## src/rtl/board_disp_arbiter_pkg.sv

```systemverilog
// Shared types, constants and width helper for the board display arbiter.
package board_disp_arbiter_pkg;

  localparam int unsigned OWNER_W      = 2;
  localparam int unsigned EN_W         = 8;
  localparam int unsigned DATA_W       = 32;
  localparam int unsigned DOT_W        = 8;
  localparam int unsigned LED_W        = 16;
  localparam int unsigned RETRY_CYCLES = 4;

  typedef enum logic [2:0] {
    ST_IDLE    = 3'd0,
    ST_LOAD    = 3'd1,
    ST_START   = 3'd2,
    ST_WAIT_HI = 3'd3,
    ST_WAIT_LO = 3'd4
  } disp_state_e;

  typedef struct packed {
    logic [EN_W-1:0]   en;
    logic [DATA_W-1:0] data;
    logic [DOT_W-1:0]  dot;
    logic [LED_W-1:0]  led;
  } disp_fields_t;

  // Bits needed to hold values 0..max_value.
  function automatic int unsigned get_width(input int unsigned max_value);
    return (max_value < 2) ? 1 : $clog2(max_value + 1);
  endfunction

endpackage

```

## src/rtl/disp_prio_arb.sv

```systemverilog
// Fixed-priority arbiter (index 0 highest) with a saturating minimum-hold counter.
module disp_prio_arb
  import board_disp_arbiter_pkg::*;
#(
  parameter int unsigned CLIENTS     = 4,
  parameter int unsigned HOLD_CYCLES = 1000
) (
  input  logic               clk,
  input  logic               rst,
  input  logic [CLIENTS-1:0] i_req,
  output logic [CLIENTS-1:0] o_grant,
  output logic [OWNER_W-1:0] o_owner
);

  localparam int unsigned HOLD_W = get_width(HOLD_CYCLES);

  logic [CLIENTS-1:0] r_grant;
  logic [OWNER_W-1:0] r_owner;
  logic [HOLD_W-1:0]  r_hold;
  logic [CLIENTS-1:0] w_top_grant;
  logic [OWNER_W-1:0] w_top_idx;
  logic               w_higher;
  logic               w_any;
  logic               w_owned;
  logic               w_keep;
  logic               w_hold_done;

  // Highest-priority requester, and whether it outranks the current owner.
  always_comb begin
    w_top_grant = '0;
    w_top_idx   = '0;
    w_higher    = 1'b0;
    for (int i = CLIENTS - 1; i >= 0; i--) begin
      if (i_req[i]) begin
        w_top_grant    = '0;
        w_top_grant[i] = 1'b1;
        w_top_idx      = OWNER_W'(i);
        if (OWNER_W'(i) < r_owner) begin
          w_higher = 1'b1;
        end
      end
    end
  end

  assign w_any       = |i_req;
  assign w_owned     = |r_grant;
  assign w_keep      = |(r_grant & i_req);
  assign w_hold_done = (r_hold == HOLD_W'(HOLD_CYCLES));

  // Grant, release (one idle cycle before re-arbitration) and hold-gated preemption.
  always_ff @(posedge clk) begin
    if (rst) begin
      r_grant <= '0;
      r_owner <= '0;
      r_hold  <= '0;
    end else if (!w_owned) begin
      if (w_any) begin
        r_grant <= w_top_grant;
        r_owner <= w_top_idx;
      end
      r_hold <= '0;
    end else if (!w_keep) begin
      r_grant <= '0;
      r_owner <= '0;
      r_hold  <= '0;
    end else if (w_higher && w_hold_done) begin
      r_grant <= w_top_grant;
      r_owner <= w_top_idx;
      r_hold  <= '0;
    end else if (!w_hold_done) begin
      r_hold <= r_hold + HOLD_W'(1);
    end
  end

  assign o_grant = r_grant;
  assign o_owner = r_owner;

endmodule

```

## src/rtl/board_disp_arbiter.sv

```systemverilog
// Shares the LED bar and 7-segment tubes between requesters and sequences the serial display driver.
module board_disp_arbiter
  import board_disp_arbiter_pkg::*;
#(
  parameter int unsigned CLK_FREQ   = 100,
  parameter int unsigned CLIENTS    = 4,
  parameter int unsigned HOLD_MS    = 500,
  parameter int unsigned REFRESH_MS = 100
) (
  input  logic                      clk,
  input  logic                      rst,
  input  logic [CLIENTS-1:0]        i_req,
  output logic [CLIENTS-1:0]        o_grant,
  output logic [OWNER_W-1:0]        o_owner,
  input  logic [EN_W*CLIENTS-1:0]   i_cl_en,
  input  logic [DATA_W*CLIENTS-1:0] i_cl_data,
  input  logic [DOT_W*CLIENTS-1:0]  i_cl_dot,
  input  logic [LED_W*CLIENTS-1:0]  i_cl_led,
  output logic [EN_W-1:0]           o_disp_en,
  output logic [DATA_W-1:0]         o_disp_data,
  output logic [DOT_W-1:0]          o_disp_dot,
  output logic [LED_W-1:0]          o_disp_led,
  output logic                      o_disp_start,
  input  logic                      i_disp_busy
);

  localparam int unsigned HOLD_CYCLES    = CLK_FREQ * HOLD_MS * 1000;
  localparam int unsigned REFRESH_CYCLES = CLK_FREQ * REFRESH_MS * 1000;
  localparam int unsigned REF_W          = get_width(REFRESH_CYCLES - 1);
  localparam int unsigned WAIT_W         = get_width(RETRY_CYCLES - 1);

  disp_state_e        r_state;
  disp_state_e        w_state_nxt;
  disp_fields_t       r_disp;
  disp_fields_t       w_src;
  logic               r_disp_start;
  logic               r_pending;
  logic [REF_W-1:0]   r_refresh;
  logic [WAIT_W-1:0]  r_wait;
  logic [CLIENTS-1:0] r_grant_d;
  logic [CLIENTS-1:0] w_grant;
  logic [OWNER_W-1:0] w_owner;
  logic               w_diff;
  logic               w_owner_chg;
  logic               w_wrap;
  logic               w_retry;
  logic               w_set;
  logic               w_pend;

  disp_prio_arb #(
    .CLIENTS     (CLIENTS),
    .HOLD_CYCLES (HOLD_CYCLES)
  ) u_arb (
    .clk     (clk),
    .rst     (rst),
    .i_req   (i_req),
    .o_grant (w_grant),
    .o_owner (w_owner)
  );

  // Owner's display fields; blank when nobody owns the display.
  always_comb begin
    w_src = '0;
    for (int i = 0; i < CLIENTS; i++) begin
      if (w_grant[i]) begin
        w_src.en   = i_cl_en[EN_W*i +: EN_W];
        w_src.data = i_cl_data[DATA_W*i +: DATA_W];
        w_src.dot  = i_cl_dot[DOT_W*i +: DOT_W];
        w_src.led  = i_cl_led[LED_W*i +: LED_W];
      end
    end
  end

  // Update triggers; a content diff seen during LOAD is already resolved by that capture.
  assign w_diff      = (w_src != r_disp);
  assign w_owner_chg = (w_grant != r_grant_d);
  assign w_wrap      = (r_refresh == REF_W'(REFRESH_CYCLES - 1));
  assign w_retry     = (r_state == ST_WAIT_HI) && !i_disp_busy &&
                       (r_wait == WAIT_W'(RETRY_CYCLES - 1));
  assign w_set       = w_owner_chg | w_wrap | w_retry | (w_diff & (r_state != ST_LOAD));
  assign w_pend      = r_pending | w_set;

  // FSM state register.
  always_ff @(posedge clk) begin
    if (rst) begin
      r_state <= ST_IDLE;
    end else begin
      r_state <= w_state_nxt;
    end
  end

  // FSM next-state.
  always_comb begin
    w_state_nxt = r_state;
    unique case (r_state)
      ST_IDLE: begin
        if (w_pend && !i_disp_busy) begin
          w_state_nxt = ST_LOAD;
        end
      end
      ST_LOAD:  w_state_nxt = ST_START;
      ST_START: w_state_nxt = ST_WAIT_HI;
      ST_WAIT_HI: begin
        if (i_disp_busy) begin
          w_state_nxt = ST_WAIT_LO;
        end else if (w_retry) begin
          w_state_nxt = ST_IDLE;
        end
      end
      ST_WAIT_LO: begin
        if (!i_disp_busy) begin
          w_state_nxt = ST_IDLE;
        end
      end
      default: w_state_nxt = ST_IDLE;
    endcase
  end

  // Display snapshot, start pulse and pending flag (a set in the LOAD cycle wins).
  always_ff @(posedge clk) begin
    if (rst) begin
      r_disp       <= '0;
      r_disp_start <= 1'b0;
      r_pending    <= 1'b1;
      r_grant_d    <= '0;
    end else begin
      r_disp_start <= (r_state == ST_START);
      r_grant_d    <= w_grant;
      if (r_state == ST_LOAD) begin
        r_disp    <= w_src;
        r_pending <= w_set;
      end else begin
        r_pending <= w_pend;
      end
    end
  end

  // Free-running refresh counter and busy-rise timeout counter.
  always_ff @(posedge clk) begin
    if (rst) begin
      r_refresh <= '0;
      r_wait    <= '0;
    end else begin
      r_refresh <= w_wrap ? '0 : r_refresh + REF_W'(1);
      r_wait    <= (r_state == ST_WAIT_HI) ? r_wait + WAIT_W'(1) : '0;
    end
  end

  assign o_grant      = w_grant;
  assign o_owner      = w_owner;
  assign o_disp_en    = r_disp.en;
  assign o_disp_data  = r_disp.data;
  assign o_disp_dot   = r_disp.dot;
  assign o_disp_led   = r_disp.led;
  assign o_disp_start = r_disp_start;

endmodule

```

## config.mk

```make
export PLATFORM = sky130hd
export DESIGN_NAME = board_disp_arbiter
export DESIGN_NICKNAME = d
export VERILOG_FILES = /design/src/rtl/board_disp_arbiter_pkg.sv /design/src/rtl/disp_prio_arb.sv /design/src/rtl/board_disp_arbiter.sv
export SDC_FILE = /design/constraint.sdc
export NUM_CORES = 1
export LEC_CHECK = 0
export CORE_ASPECT_RATIO = 0.75
export CORE_MARGIN = 2
export CORE_UTILIZATION = 43
export CTS_CLUSTER_SIZE = 16
export DETAILED_ROUTE_END_ITERATION = 8
export PLACE_DENSITY = 0.82
export SYNTH_ARGS = -nofsm -noshare
export SYNTH_HDL_FRONTEND = slang
export SYNTH_SLANG_ARGS = --single-unit
```

## constraint.sdc

```tcl
create_clock -name clk -period 3.4 [get_ports clk]
set_input_delay 0.34 -clock clk [delete_from_list [all_inputs] [get_ports clk]]
set_output_delay 0.34 -clock clk [all_outputs]
set_load 0.02 [all_outputs]
```

==> metrics, run 1 <==
post_cts resized 0; Final Hold Fails 0; number of synthesized flops with an enable pin 0; number of max-cap violations 0; relative slew slack 46.23%; layout cells sized above 1 5.961%; Clock Root Buffer clkbuf_16; Avg Synthesized Cell Area 7.847 um^2; final setup skew 0.009859 ns; largest net degree at the start of global routing 96; data required time at the worst endpoint 3.70 ns; Top Metal Used met4; area occupied by multi-input gates 4558 um^2; layout filler cell count 1,417; core area 16,980 um^2; Die H 118.7 um; routed wire length 28,200 um; crit-path max FO 23; number of remaining DRC errors 0; HP Class flip-flop to flip-flop; first-pass GRT wire length 42,410 um; CTS tree built; cell area after synthesis 7548 um^2; CP endpoint kind flip-flop; worst vdd ir 0.0002607 V; IO Port Bufs 333; Data arrival, critical path 3.41 ns; post-route setup TNS 0 ns; number of top-level pins 334; H-tree levels 4; Final Util 68.08%; hold slack final 0.4335 ns; Reg area 2626 um^2; min Tclk post-route 3.114 ns; Netlist cell types 52; site row count 41; Tightest Pin Transition 0.8066 ns; initial antenna violation count 0; clock slew at reported path FFs 0.05 ns; Syn Inst Count 962; met2 wire length 13,000 um; DR vias 8,488; routed length on met1 12,170 um; Peak Freq 0.3211 GHz; routed wl met3 2277 um; Cell Pwr Density 389.9 nW/um^2; WS Path Type flip-flop to flip-flop; TritonRoute pass-1 iters 7; CTS sink cnt 131; final net count 1,532; vias in the first global route 8,062; Antenna Cells 0; # hold bufs at CTS 0; Final Max Tran Viols 0; status finished, final reports clean; Synth Register Bits 131; average wire per standard cell 18.66 um; endpoints failing setup 0; Clock Latency Late Sink 0.41 ns; Die X 157.0 um; DP Wirelength 21,040 um; unrepaired setup endpoints after global routing false; Num CTS Buffers 17; post-detailed-route count of antenna-violating nets 0; Syn Nets 1,229; Overflow after GRT 0; gr usage total 29.25%; DP Area 11,060 um^2; Area growth, synth to finish 53.14%; final instance area 11,560 um^2; register area share after synthesis 34.74%; ys flop type dfxtp_1; Async SR Flop Fraction 0%; die area 18,640 um^2; Synth Warn # 0; Setup Buffers After CTS 0; crit share post-route 91.58%; Vias/cell 5.617; Initial Util 44.46%; Lkg Pwr 3.929 nW; Placer Congestion 0.9120; initial DRC count 735; Clock Tree Buf Depth 2; crit path launch type flip-flop
-- cell usage after synthesis, drive strengths merged (10+ instances only) --
| master | n | area [um^2] |
|---|---|---|
| o22ai | 52 | 325.3 |
| nor4 | 11 | 81.32 |
| nand4 | 35 | 219.0 |
| a21oi | 72 | 360.4 |
| xnor2 | 35 | 306.5 |
| clkbuf | 42 | 157.7 |
| nand3 | 21 | 105.1 |
| xor2 | 40 | 350.3 |
| inv | 10 | 37.53 |
| buf | 27 | 182.7 |
| nor2 | 137 | 514.2 |
| o31ai | 10 | 75.07 |
| or3 | 36 | 225.2 |
| o21ai | 38 | 190.2 |
| a221oi | 63 | 651.9 |
| nor2b | 15 | 101.3 |
| nand2 | 64 | 240.2 |
| dfxtp | 131 | 2623 |
| nor3 | 62 | 310.3 |
-- worst max-delay path, cell delays in order (launching register included) --
cell and delay, ns:
dfxtp_1 0.36, nand2b_2 0.46, buf_4 0.36, o22ai_1 0.17, o21a_1 0.24, nor4b_1 0.45, nand4_1 0.17, nor4_2 0.32
nand4b_1 0.14, a211o_1 0.30
-- per-stage QoR --
step	std cells	setup slack [ns]	power [mW]
after global placement	1482	0.3959	2.921
after floorplan	962	0.7055	2.324
after global routing	1511	0.1465	4.709
final	1511	0.2861	4.508
after CTS	1511	0.3025	4.529
after detailed placement	1482	0.3352	2.937
-- sequential cells by signal, summed over array words and instances (netlist names) --
signal and count:
o_disp_data 32, o_disp_dot 8, o_disp_en 8, o_disp_led 16, o_disp_start 1, r_grant_d 4, r_pending 1, r_refresh 24
r_state 3, r_wait 2, u_arb.o_grant 4, u_arb.o_owner 2, u_arb.r_hold 26
-- path summary, 6_finish.rpt --
check / from / to / slack (ns) / depth (start not counted)
setup reg to reg: u_arb.o_grant[3] / r_state[0] / 0.29 / 9
setup / recovery: u_arb.o_grant[3] / r_state[0] / 0.29 / 9
hold reg to reg: r_wait[0] / r_wait[0] / 0.43 / 1
hold / removal: r_wait[0] / r_wait[0] / 0.43 / 1
-- area by class of cell --
class | count | share of cell area [%]
clock buffer | 22 | 4.016
clock inverter | 7 | 0.3247
inverter | 10 | 0.3247
multi-input combinational | 752 | 39.43
sequential | 131 | 22.72
tap | 236 | 2.554
timing repair buffer | 353 | 30.63
-- cell families (layout without fill, tap and decap cells) --
kind of cell,after synthesis,after routing,share of synthesized area [%]
xor gates and xnor gates,75,75,8.702
DFF,131,131,34.74
adders and majority gates,4,4,0.6630
muxes,2,2,0.2652
and+or+nand+nor,418,418,27.43
buffers and inverters,79,392,5.006
AOI/OAI and AO/OA,253,253,23.19
-- placed cells by master, fill, tap and decap left out, drive strengths merged, types with 22 or more instances in the layout --
master / netlist / routed
nand2: 64 / 64
clkdlybuf4s50: 0 / 332
nor2: 137 / 137
clkbuf: 42 / 22
nor3: 62 / 62
nand4: 35 / 35
xnor2: 35 / 35
a221oi: 63 / 63
a21oi: 72 / 72
xor2: 40 / 40
or3: 36 / 36
o22ai: 52 / 52
o21ai: 38 / 38
dfxtp: 131 / 131
-- metal layers --
layer	track usage, %	vias to the layer above
met5	0	-
met4	9.518	0
met3	7.041	43
met2	48.16	365
met1	37.51	3898
li1	-	4182
-- power by group --
| group | switching [mW] | total, mW | internal, mW | leakage, nW |
|---|---|---|---|---|
| Sequential | 0.0528 | 1.65 | 1.59 | 1.06 |
| Combinational | 0.637 | 1.28 | 0.641 | 2.62 |
| Clock | 0.636 | 1.58 | 0.948 | 0.251 |
| Total | 1.33 | 4.51 | 3.18 | 3.93 |
Note: power is estimated with default switching activity, not from simulation.
==> inputs of run 2 (changes only) <==
--- a/config.mk
+++ b/config.mk
@@ -8,7 +8,6 @@
 export CORE_ASPECT_RATIO = 0.75
 export CORE_MARGIN = 2
 export CORE_UTILIZATION = 43
-export CTS_CLUSTER_SIZE = 16
 export DETAILED_ROUTE_END_ITERATION = 8
 export PLACE_DENSITY = 0.82
 export SYNTH_ARGS = -nofsm -noshare
==> results of run 2 <==
The final DEF is identical to that of run 1; final timing and power are the same.
==> inputs of run 3 (changes only) <==
--- a/config.mk
+++ b/config.mk
@@ -5,6 +5,7 @@
 export SDC_FILE = /design/constraint.sdc
 export NUM_CORES = 1
 export LEC_CHECK = 0
+export CAP_MARGIN = 20
 export CORE_ASPECT_RATIO = 0.75
 export CORE_MARGIN = 2
 export CORE_UTILIZATION = 43
==> constraint.sdc (replaced) <==
create_clock -name clk -period 3.4 [get_ports clk]
set_input_delay 0.34 -clock clk [delete_from_list [all_inputs] [get_ports clk]]
set_output_delay 0.34 -clock clk [all_outputs]
set_load 0.01 [all_outputs]
==> results of run 3 <==
Same layout as run 1 (identical final DEF). Status: finished, final reports clean.
Main changes from that run: total power 4.508 mW -> 4.473 mW
